==> config.mk <==
export PLATFORM = sky130hd
export DESIGN_NAME = countdown_timer_flat
export DESIGN_NICKNAME = d
export VERILOG_FILES = /design/src/rtl/countdown_timer_if.sv /design/src/rtl/countdown_timer.sv /design/src/flat_wrapper.sv
export SDC_FILE = /design/constraint.sdc
export NUM_CORES = 1
export LEC_CHECK = 0
export ABC_AREA = 1
export CAP_MARGIN = 20
export CORE_MARGIN = 2
export CORE_UTILIZATION = 60
export DETAILED_ROUTE_END_ITERATION = 16
export DONT_BUFFER_PORTS = 1
export PLACE_DENSITY = 0.76
export SLEW_MARGIN = 5
export SYNTH_ARGS = -nofsm -noshare
export SYNTH_HDL_FRONTEND = slang
export SYNTH_SLANG_ARGS = --single-unit
==> constraint.sdc <==
create_clock -name timer_clk -period 3.5 [get_ports timer_clk]
set_input_delay 0.7 -clock timer_clk [delete_from_list [all_inputs] [get_ports timer_clk]]
set_output_delay 0.7 -clock timer_clk [all_outputs]
set_load 0.05 [all_outputs]
==> src/rtl/countdown_timer_if.sv <==
// -----------------------------------------------------------------------------
// countdown_timer_if
//   Groups the control and status signals of countdown_timer.
//   Clock and reset are kept outside the interface as plain module ports.
//
//   Signals
//     timer_enable      master -> slave   count enable; low pauses counting
//     timer_load        master -> slave   synchronous load strobe
//     timer_load_value  master -> slave   value taken on load (WIDTH bits)
//     timer_mode        master -> slave   0 one-shot, 1 auto-reload
//     timer_number      slave  -> master  current count (registered)
//     timer_overflow    slave  -> master  high while count is 0 after expiry
//     timer_expire      slave  -> master  one-cycle pulse on each expiry
//     timer_warn        slave  -> master  high while running and 0 < count <= WARN
//     timer_state       slave  -> master  debug view of the FSM state
//                                         (0 IDLE, 1 RUN, 2 DONE)
//
//   Handshake: there is no valid/ready pairing. timer_load is a
//   single-cycle strobe that is always accepted on the rising clock edge
//   where it is high; timer_enable is a level that is sampled every cycle.
// -----------------------------------------------------------------------------
interface countdown_timer_if #(
    parameter int WIDTH = 4
);
    logic             timer_enable;
    logic             timer_load;
    logic [WIDTH-1:0] timer_load_value;
    logic             timer_mode;
    logic [WIDTH-1:0] timer_number;
    logic             timer_overflow;
    logic             timer_expire;
    logic             timer_warn;
    logic [1:0]       timer_state;

    modport master (
        output timer_enable,
        output timer_load,
        output timer_load_value,
        output timer_mode,
        input  timer_number,
        input  timer_overflow,
        input  timer_expire,
        input  timer_warn,
        input  timer_state
    );

    modport slave (
        input  timer_enable,
        input  timer_load,
        input  timer_load_value,
        input  timer_mode,
        output timer_number,
        output timer_overflow,
        output timer_expire,
        output timer_warn,
        output timer_state
    );
endinterface

==> src/rtl/countdown_timer.sv <==
// -----------------------------------------------------------------------------
// countdown_timer
//   Prescaled down-counter with one-shot and auto-reload modes, a synchronous
//   load, an expiry pulse, an overflow level and an optional warning flag.
//
//   Parameters
//     WIDTH     counter width in bits (2..16)
//     INIT      reload value after reset / in auto-reload (1..2^WIDTH-1)
//     PRESCALE  timer_clk cycles per count step (1..65535)
//     WARN      warning threshold (0..INIT)
//
//   Ports
//     timer_clk    sole clock, rising edge
//     timer_reset  asynchronous, active-low reset
//     tif          countdown_timer_if.slave (enable, load, load value, mode in;
//                  number, overflow, expire, warn, debug state out)
//
//   Build option
//     COUNTDOWN_TIMER_WARN_EN  when defined, timer_warn is driven from a
//                              registered threshold compare; otherwise it is
//                              tied low and no compare is built.
// -----------------------------------------------------------------------------
module countdown_timer #(
    parameter int WIDTH    = 4,
    parameter int INIT     = 15,
    parameter int PRESCALE = 1,
    parameter int WARN     = 3
) (
    input  logic               timer_clk,
    input  logic               timer_reset,
    countdown_timer_if.slave   tif
);

    typedef enum logic [1:0] {
        ST_IDLE = 2'd0,
        ST_RUN  = 2'd1,
        ST_DONE = 2'd2
    } state_e;

    localparam logic [15:0]      PRESC_LAST = 16'(PRESCALE - 1);
    localparam logic [WIDTH-1:0] INIT_V     = WIDTH'(INIT);
    localparam logic [WIDTH-1:0] ONE_V      = WIDTH'(1);
    localparam logic [WIDTH-1:0] ZERO_V     = '0;

    // Reject illegal parameter sets at elaboration time.
    generate
        if (WIDTH < 2 || WIDTH > 16 || INIT < 1 || INIT > (1 << WIDTH) - 1 ||
            PRESCALE < 1 || PRESCALE > 65535 || WARN < 0 || WARN > INIT) begin : g_bad_params
            $error("countdown_timer: parameter out of range");
        end
    endgenerate

    state_e           state_q,  state_d;
    logic [WIDTH-1:0] count_q,  count_d;
    logic [15:0]      presc_q,  presc_d;
    logic             ovf_q,    ovf_d;
    logic             expire_q, expire_d;

    // -------------------------------------------------------------------------
    // Next-state logic. Load beats everything, including a tick in the same
    // cycle. A tick only exists in RUN with enable high and the prescaler on
    // its last step; with enable low in RUN every register simply holds.
    // -------------------------------------------------------------------------
    always_comb begin
        state_d  = state_q;
        count_d  = count_q;
        presc_d  = presc_q;
        ovf_d    = ovf_q;
        expire_d = 1'b0;

        if (tif.timer_load) begin
            count_d = tif.timer_load_value;
            presc_d = '0;
            // A zero load lands directly in the expired condition, but
            // without an expiry pulse.
            ovf_d   = (tif.timer_load_value == ZERO_V);
            if (tif.timer_load_value == ZERO_V && !tif.timer_mode) begin
                state_d = ST_DONE;
            end else if (tif.timer_enable) begin
                state_d = ST_RUN;
            end else begin
                state_d = ST_IDLE;
            end
        end else begin
            unique case (state_q)
                ST_IDLE: begin
                    if (tif.timer_enable) begin
                        state_d = ST_RUN;
                    end
                end
                ST_RUN: begin
                    if (tif.timer_enable) begin
                        if (presc_q == PRESC_LAST) begin
                            presc_d = '0;
                            if (count_q > ONE_V) begin
                                count_d = count_q - ONE_V;
                                ovf_d   = 1'b0;
                            end else if (count_q == ONE_V) begin
                                count_d  = ZERO_V;
                                ovf_d    = 1'b1;
                                expire_d = 1'b1;
                                if (!tif.timer_mode) begin
                                    state_d = ST_DONE;
                                end
                            end else if (tif.timer_mode) begin
                                // Sitting at 0 in auto-reload: this tick
                                // starts the next period.
                                count_d = INIT_V;
                                ovf_d   = 1'b0;
                            end else begin
                                // Mode was switched to one-shot while at 0.
                                state_d = ST_DONE;
                            end
                        end else begin
                            presc_d = presc_q + 16'd1;
                        end
                    end
                end
                ST_DONE: begin
                    // Terminal until load or reset: count 0, overflow 1.
                end
                default: begin
                    state_d = ST_IDLE;
                end
            endcase
        end
    end

    always_ff @(posedge timer_clk or negedge timer_reset) begin
        if (!timer_reset) begin
            state_q  <= ST_IDLE;
            count_q  <= INIT_V;
            presc_q  <= '0;
            ovf_q    <= 1'b0;
            expire_q <= 1'b0;
        end else begin
            state_q  <= state_d;
            count_q  <= count_d;
            presc_q  <= presc_d;
            ovf_q    <= ovf_d;
            expire_q <= expire_d;
        end
    end

`ifdef COUNTDOWN_TIMER_WARN_EN
    localparam logic [WIDTH-1:0] WARN_V = WIDTH'(WARN);

    logic warn_q, warn_d;

    // Computed from the next count/state so the flag lines up with
    // timer_number in the same cycle.
    always_comb begin
        warn_d = (state_d == ST_RUN) && (count_d != ZERO_V) && (count_d <= WARN_V);
    end

    always_ff @(posedge timer_clk or negedge timer_reset) begin
        if (!timer_reset) begin
            warn_q <= 1'b0;
        end else begin
            warn_q <= warn_d;
        end
    end

    assign tif.timer_warn = warn_q;
`else
    assign tif.timer_warn = 1'b0;
`endif

    assign tif.timer_number   = count_q;
    assign tif.timer_overflow = ovf_q;
    assign tif.timer_expire   = expire_q;
    assign tif.timer_state    = state_q;

endmodule

==> src/flat_wrapper.sv <==
// flat-port wrapper written by rule: the top's interface ports become plain ports
module countdown_timer_flat 
#(
    parameter int WIDTH    = 4,
    parameter int INIT     = 15,
    parameter int PRESCALE = 1,
    parameter int WARN     = 3
)
  (timer_clk, timer_reset, tif_timer_enable, tif_timer_load, tif_timer_load_value, tif_timer_mode, tif_timer_number, tif_timer_overflow, tif_timer_expire, tif_timer_warn, tif_timer_state);
  countdown_timer_if #(.WIDTH(WIDTH)) tif_i ();
  input  logic timer_clk;
  input  logic timer_reset;
  input wire logic [$bits(tif_i.timer_enable)-1:0] tif_timer_enable;
  input wire logic [$bits(tif_i.timer_load)-1:0] tif_timer_load;
  input wire logic [$bits(tif_i.timer_load_value)-1:0] tif_timer_load_value;
  input wire logic [$bits(tif_i.timer_mode)-1:0] tif_timer_mode;
  output wire logic [$bits(tif_i.timer_number)-1:0] tif_timer_number;
  output wire logic [$bits(tif_i.timer_overflow)-1:0] tif_timer_overflow;
  output wire logic [$bits(tif_i.timer_expire)-1:0] tif_timer_expire;
  output wire logic [$bits(tif_i.timer_warn)-1:0] tif_timer_warn;
  output wire logic [$bits(tif_i.timer_state)-1:0] tif_timer_state;
  assign tif_i.timer_enable = tif_timer_enable;
  assign tif_i.timer_load = tif_timer_load;
  assign tif_i.timer_load_value = tif_timer_load_value;
  assign tif_i.timer_mode = tif_timer_mode;
  assign tif_timer_number = tif_i.timer_number;
  assign tif_timer_overflow = tif_i.timer_overflow;
  assign tif_timer_expire = tif_i.timer_expire;
  assign tif_timer_warn = tif_i.timer_warn;
  assign tif_timer_state = tif_i.timer_state;
  countdown_timer #(.WIDTH(WIDTH), .INIT(INIT), .PRESCALE(PRESCALE), .WARN(WARN)) u_core (.timer_clk(timer_clk), .timer_reset(timer_reset), .tif(tif_i));
endmodule
==> summary.txt, run 1 <==
Routing
  • Metal2 WL: 1562 um
  • Vias: ~1500
  • DRT Pass-1 Iters: 5
  • WL per Instance: about 12 um
  • Post-route ant nets: 0
  • Routed met1 length: roughly 1700 um
  • Total wire length: approximately 3400 um
  • WL met3: between 70 and 80 um
  • Initial DRC Count: 77
  • Via/cell ratio: around 5.2
  • # DRC: 0
  • Top Metal Used: met4

Cells and area
  • Nets: between 200 and 300
  • Fin util: around 64%
  • Share of layout cells above drive strength 1: 11.79%
  • Final Instance Area: 1759 sq um
  • Area Growth Syn to Fin: 3.231%
  • Ant. Diodes: 0
  • Filler cells: ~250

Timing
  • Relative slew margins: 59.20%
  • Hold Slack: 55.87 ps
  • Setup ws final: about 1600 ps
  • Max Slew Vio Count: 0
  • RSZ-0062 raised after global routing: false
  • Final Hold Viols: 0
  • Worst Tran Pin Value: approximately 610 ps
  • Tmin final: slightly below 2000 ps
  • Fmax: about 520 MHz
  • Setup Skew: around 4.1 ps
  • Setup TNS: 0 ps
  • Final Cycle Share: 54.98%
  • Final setup violation count: 0

Worst setup path
  • Crit start category: register
  • Worst r2r dst: u_core.tif.timer_state[0]$_DFFE_PN0P_
  • Critical Path Start: u_core.tif.timer_number[0]$_DFFE_PN1P_
  • Req. time, crit path: 3770 ps
  • Flop-to-flop setup slack: 1580 ps
  • CP endpoint kind: register
  • Worst r2r src: u_core.tif.timer_number[0]$_DFFE_PN1P_
  • R2R cell count: 9
  • Worst Setup EP: u_core.tif.timer_state[0]$_DFFE_PN0P_
  • Worst Path Arrival: roughly 2200 ps
  • Setup CP Type: register to register
  • Crit Path Max Fanout: 5

Global routing
  • Initial antenna violation count: 0
  • Largest net degree at the start of global routing: 25
  • Total track usage: between 20% and 30%
  • Overflow after GRT: 0
  • Global-route wire length before repair: ~6000 um
  • Vias in the first global route: 1307

Min path
  • Min-Delay Path Class: primary input to asynchronous set/reset pin

Floorplanning
  • Core region area: 2734 sq um
  • Rows: 19
  • Starting Density: between 60% and 70%
  • Die Area: 3283 sq um
  • Die width: approximately 57 um
  • IO Count: 18
  • Height of the die: 57.30 um

Clock network
  • Clock Tree Root: clkbuf_4
  • Post-CTS setup buffers: 0
  • Clk sink count: 24
  • H-tree Lvls: 1
  • CTS buffer count: 3
  • CTS tree: built
  • Bufs on Longest Clock Path: 2
  • Post-cts gate resize count: 0
  • Insertion delay to the later sink of the worst-skew pair: between 300 and 400 ps
  • Hold_buf cts: 0
  • Reg clk slew, reported paths: 130 ps

Pwr
  • Pwr dens: ~540 nW/um^2
  • Leakage Power: around 0.88 nW
  • Maximum VDD drop: around 0.60 mV

Logic synthesis
  • Asr flop ratio synth: between 90% and 100%
  • Syn Inst Count: ~250
  • Post-Synthesis Cell Area: 1704 sq um
  • Primary FF master, synth: dfrtp_1
  • Yosys cell types: 32
  • Synth Register Bits: 24
  • Mean post-synth cell area: a little under 7 sq um
  • Yosys warns: 0
  • Syn_nets: 258
  • Post-synth EDFFs: 0
  • Sequential-to-total area share from yosys stat: a little over a third

Placement
  • Area after DPL: 1723 sq um
  • Placer Congestion: between 0.8 and 0.9
  • DP Worst Slack: about 1600 ps
  • DP Wirelength: between 2000 and 3000 um
  • IO Port Bufs: 0

Job
  • Max_cap viols: 0

Run status
  • Run status: completed
==> final cells by class <==
class                   count  area (sq um)  share of cell area [%]
well taps                  31         38.79                   2.205
clock buffers               4         36.28                   2.063
multi-input cells         190         973.4                   55.33
inverters                  28         105.1                   5.974
flip-flops and latches     24         605.6                   34.42
==> logic make-up (layout without fill, tap and decap cells) <==
logic type                 Yosys count  in the layout  share of synthesized area (%)
DFF                                 24             24                          35.54
AOI/OAI and AO/OA                   17             17                          6.168
and+or+nand+nor                    163            163                          45.23
buffers and inverters               31             32                          7.342
other                                1              1                         0.2201
adders and majority gates            4              4                          2.937
xor gates and xnor gates             5              5                          2.570
==> sequential cells by signal (all words and copies together) (netlist names) <==
signal	count
u_core.tif.timer_overflow	1
u_core.tif.timer_number	4
u_core.tif.timer_expire	1
u_core.tif.timer_state	2
u_core.presc_q	16
==> cells in the final DEF (no fill, tap or decap), drive strengths merged <==
cell type and count:
xnor2 1, ha 4, nor2 50, conb 1, o21bai 2, o22ai 1, nor4 1, xor2 4
nor3 1, a21o 1, nand3b 1, inv 28, a21oi 4, dfrtp 20, o21ai 9, nand3 21
dfstp 4, clkbuf 4, nand4 10, nand2 79
==> power by group <==
part	switching [W]	internal [W]	leakage (nW)
sequential	0.000178	0.000331	0.319
clock	0.0000841	0.0000635	0.0210
combinational	0.000188	0.000102	0.541
==> synth_stat cells (2+ instances only) <==
cell     number  share of area, %
o21ai_1       3              0.88
buf_4         2              0.88
nand3_4       2               2.1
inv_1        25               5.5
nand3_1      17               5.0
ha_1          4               2.9
xor2_1        4               2.1
nand3_2       2               1.2
nand2_4       2               1.3
nand4_1       9               3.3
o21ai_0       6               1.8
nand2_2       2              0.73
inv_2         3              0.66
nor2_1       43               9.5
nor2_2        6               2.2
dfstp_2       4               6.2
a21oi_1       4               1.2
nand2_1      74                16
dfrtp_1      20                29
==> critical path: stages, from the launching register on <==
cell and delay (ps):
dfstp_2 750, inv_1 120, ha_1 280, o21ai_1 290, nor2_1 70, nand3_1 70, nand2_1 90, nand2_1 70
nand2_1 50, nand2_1 80
==> per-stage QoR <==
stage / power, W / instances
2_1_floorplan: 0.0007466 / 245
3_3_place_gp: 0.0007980 / 273
3_5_place_dp: 0.0008022 / 273
4_1_cts: 0.0009497 / 277
5_1_grt: 0.001011 / 277
6_report: 0.0009464 / 277
==> how the worst min path moves through the flow <==
stage	from	end	cells past startpoint
after CTS	timer_reset	u_core.presc_q[6]$_DFFE_PN0P_	0
after global placement	timer_reset	u_core.presc_q[6]$_DFFE_PN0P_	0
after global routing	timer_reset	u_core.presc_q[9]$_DFFE_PN0P_	0
final	timer_reset	u_core.presc_q[2]$_DFFE_PN0P_	0
after detailed placement	timer_reset	u_core.presc_q[6]$_DFFE_PN0P_	0
after floorplan	timer_reset	u_core.presc_q[0]$_DFFE_PN0P_	0
==> layer usage <==
metal	vias up	global-route usage, %
li1	774	-
met1	648	34.93
met2	23	35.14
met3	5	2.268
met4	0	5.980
met5	-	0
(Power assumes the default switching activity.)
==> inputs of run 2 (changes only) <==
Clock period 3.5 ns to 1.9 ns, I/O delays scaled along.
==> run 2 against run 1 <==
Net effect: design area up 4.1%; wire length increased by 1.3%; die area unchanged; sequential power is 39% higher; sequential share of layout area decreased by 1.4 points; register-to-register slack lost 1400 ps; utilization is 2.7 points higher.
==> summary.txt, run 2 (synthesized netlist as in run 1, its figures left out) <==
Clock network
  • CTS tree: built
  • Insertion delay to the later sink of the worst-skew pair: 310 ps
  • Reg clk slew, reported paths: between 100 and 150 ps
  • Clk sink count: 24
  • H-tree Lvls: 1
  • Clock Tree Root: clkbuf_4
  • Bufs on Longest Clock Path: 2
  • Post-cts gate resize count: 0
  • CTS buffer count: 3

Worst setup path
  • CP most frequent cell: nand2_1
  • Slowest cell on crit path: dfstp_2
  • Crit path max-delay family: flip-flops
  • Crit-path max cell delay: 590 ps
  • Crit Path Max Fanout: 5
  • CP endpoint kind: register
  • Req. time, crit path: between 2000 and 2500 ps
  • Setup CP Type: register to register
  • Critical path buffers and inverters: 1
  • Crit start category: register
  • Worst Path Arrival: 1950 ps
  • Cell Chain, Critical Path: inv_1 -> ha_1 -> o21ai_1 -> nand2_1 -> o21bai_1 -> nand3_2 -> nand2_1

Routing
  • Initial DRC Count: 90
  • Via/cell ratio: around 5.5
  • DRT Pass-1 Iters: 4
  • Vias: 1563
  • # DRC: 0
  • WL per Instance: 12.13 um
  • Post-route ant nets: 0
  • Total wire length: about 3500 um

Pwr
  • Pwr dens: between 900 and 1000 nW/um^2
  • Maximum VDD drop: between 1 and 1.5 mV
  • Total chip power: approximately 0.0018 W
  • Leakage Power: around 0.9 nW

Global routing
  • Total track usage: a little under a quarter
  • Overflow after GRT: 0
  • Vias in the first global route: around 1400
  • Largest net degree at the start of global routing: 25
  • Global-route wire length before repair: about 6000 um
  • Initial antenna violation count: 0

Placement
  • Placer Congestion: between 0.8 and 0.9
  • DP Worst Slack: between 200 and 300 ps
  • DP Wirelength: 2629 um
  • IO Port Bufs: 0
  • Area after DPL: 1768 sq um

Floorplanning
  • IO Count: 18
  • Die width: about 57 um
  • Starting Density: between 60 and 70%
  • Die Area: approximately 3300 sq um
  • Height of the die: about 57 um
  • Rows: 19
  • Core region area: 2734 sq um

Cells and area
  • Final Instance Area: between 1500 and 2000 sq um
  • Area Growth Syn to Fin: 7.489%
  • Ant. Diodes: 0
  • Share of layout cells above drive strength 1: roughly 14%
  • Commonest non-fill, non-tap cell in the layout: nand2_1
  • Nets: about 270
  • Reg with most FFs: u_core.presc_q
  • Commonest cells after routing, fill and taps aside: 74 x nand2_1, 43 x nor2_1, 25 x inv_1
  • Flip-flop count of the largest register after layout: 16

Timing
  • Setup ws final: ~220 ps
  • Setup Skew: 3.359 ps
  • Max Slew Vio Count: 0
  • Setup TNS: 0 ps
  • Final Hold Viols: 0
  • Final Cycle Share: around nine tenths
  • Final setup violation count: 0
  • RSZ-0062 raised after global routing: false
  • Tmin final: approximately 1700 ps
  • Fmax: 594.9 MHz

Run status
  • Run status: completed

Min path
  • Min-Delay Path Class: primary input to register

Job
  • Max_cap viols: 0
==> run 2: cell count changes in the layout (fill, tap and decap cells not counted) <==
cell,delta
buf_4,+6
buf_16,+1
clkbuf_1,+1
clkbuf_8,-1
dlygate4sd3_1,+1
==> run 2: cell type report <==
cell class | count | area (sq um)
clock buffers | 4 | 26.28
fillers | 250 | 902.1
inverters | 28 | 105.1
multi-input cells | 190 | 973.4
flip-flops and latches | 24 | 605.6
well taps | 31 | 38.79
repair buffers | 8 | 82.58
==> run 2: power by group <==
part / switching, W / internal, W / total (W) / leakage [nW]
combinational: 0.000604 / 0.000268 / 0.000872 / 0.588
clock: 0.000151 / 0.0000821 / 0.000233 / 0.0150
sequential: 0.000102 / 0.000607 / 0.000709 / 0.319
==> run 2: final timing paths <==
path                                                         from                                     end  slack, ps  depth (start not counted)
max                        u_core.tif.timer_number[0]$_DFFE_PN1P_  u_core.tif.timer_number[3]$_DFFE_PN1P_        220                          7
min reg2reg                u_core.tif.timer_number[0]$_DFFE_PN1P_  u_core.tif.timer_number[0]$_DFFE_PN1P_        530                          2
max reg2reg                u_core.tif.timer_number[0]$_DFFE_PN1P_  u_core.tif.timer_number[3]$_DFFE_PN1P_        220                          7
min in group asynchronous                             timer_reset           u_core.presc_q[4]$_DFFE_PN0P_        450                          1
min                                                tif_timer_load       u_core.tif.timer_expire$_DFF_PN0_        120                          1
max in group asynchronous                             timer_reset  u_core.tif.timer_number[2]$_DFFE_PN1P_        930                          2
==> run 2: what timing repair did <==
action / CTS / global route
hold buffers: 1 / 0
endpoints found under the hold margin: 24 / 0
buffers inserted: 0 / 0
==> run 2: routing by layer <==
layer  GRT usage (%)  wire, um  share of wire, %  vias up
li1                -         -                 -      797
met1           34.46      1678                49      717
met2           35.96      1591                46       43
met3           3.175       153               4.4        6
met4           8.638        35               1.0        0
met5               0         0                 0        -
==> run 2: through the flow <==
stage | util, % | hold slack, ps | cells
2_1_floorplan | - | 84.41 | 245
3_3_place_gp | 64.67 | 84.94 | 279
4_1_cts | 66.00 | 104.8 | 284
5_1_grt | 67.00 | 102.2 | 285
3_5_place_dp | 64.67 | 84.89 | 279
6_report | 67.00 | 116.2 | 285
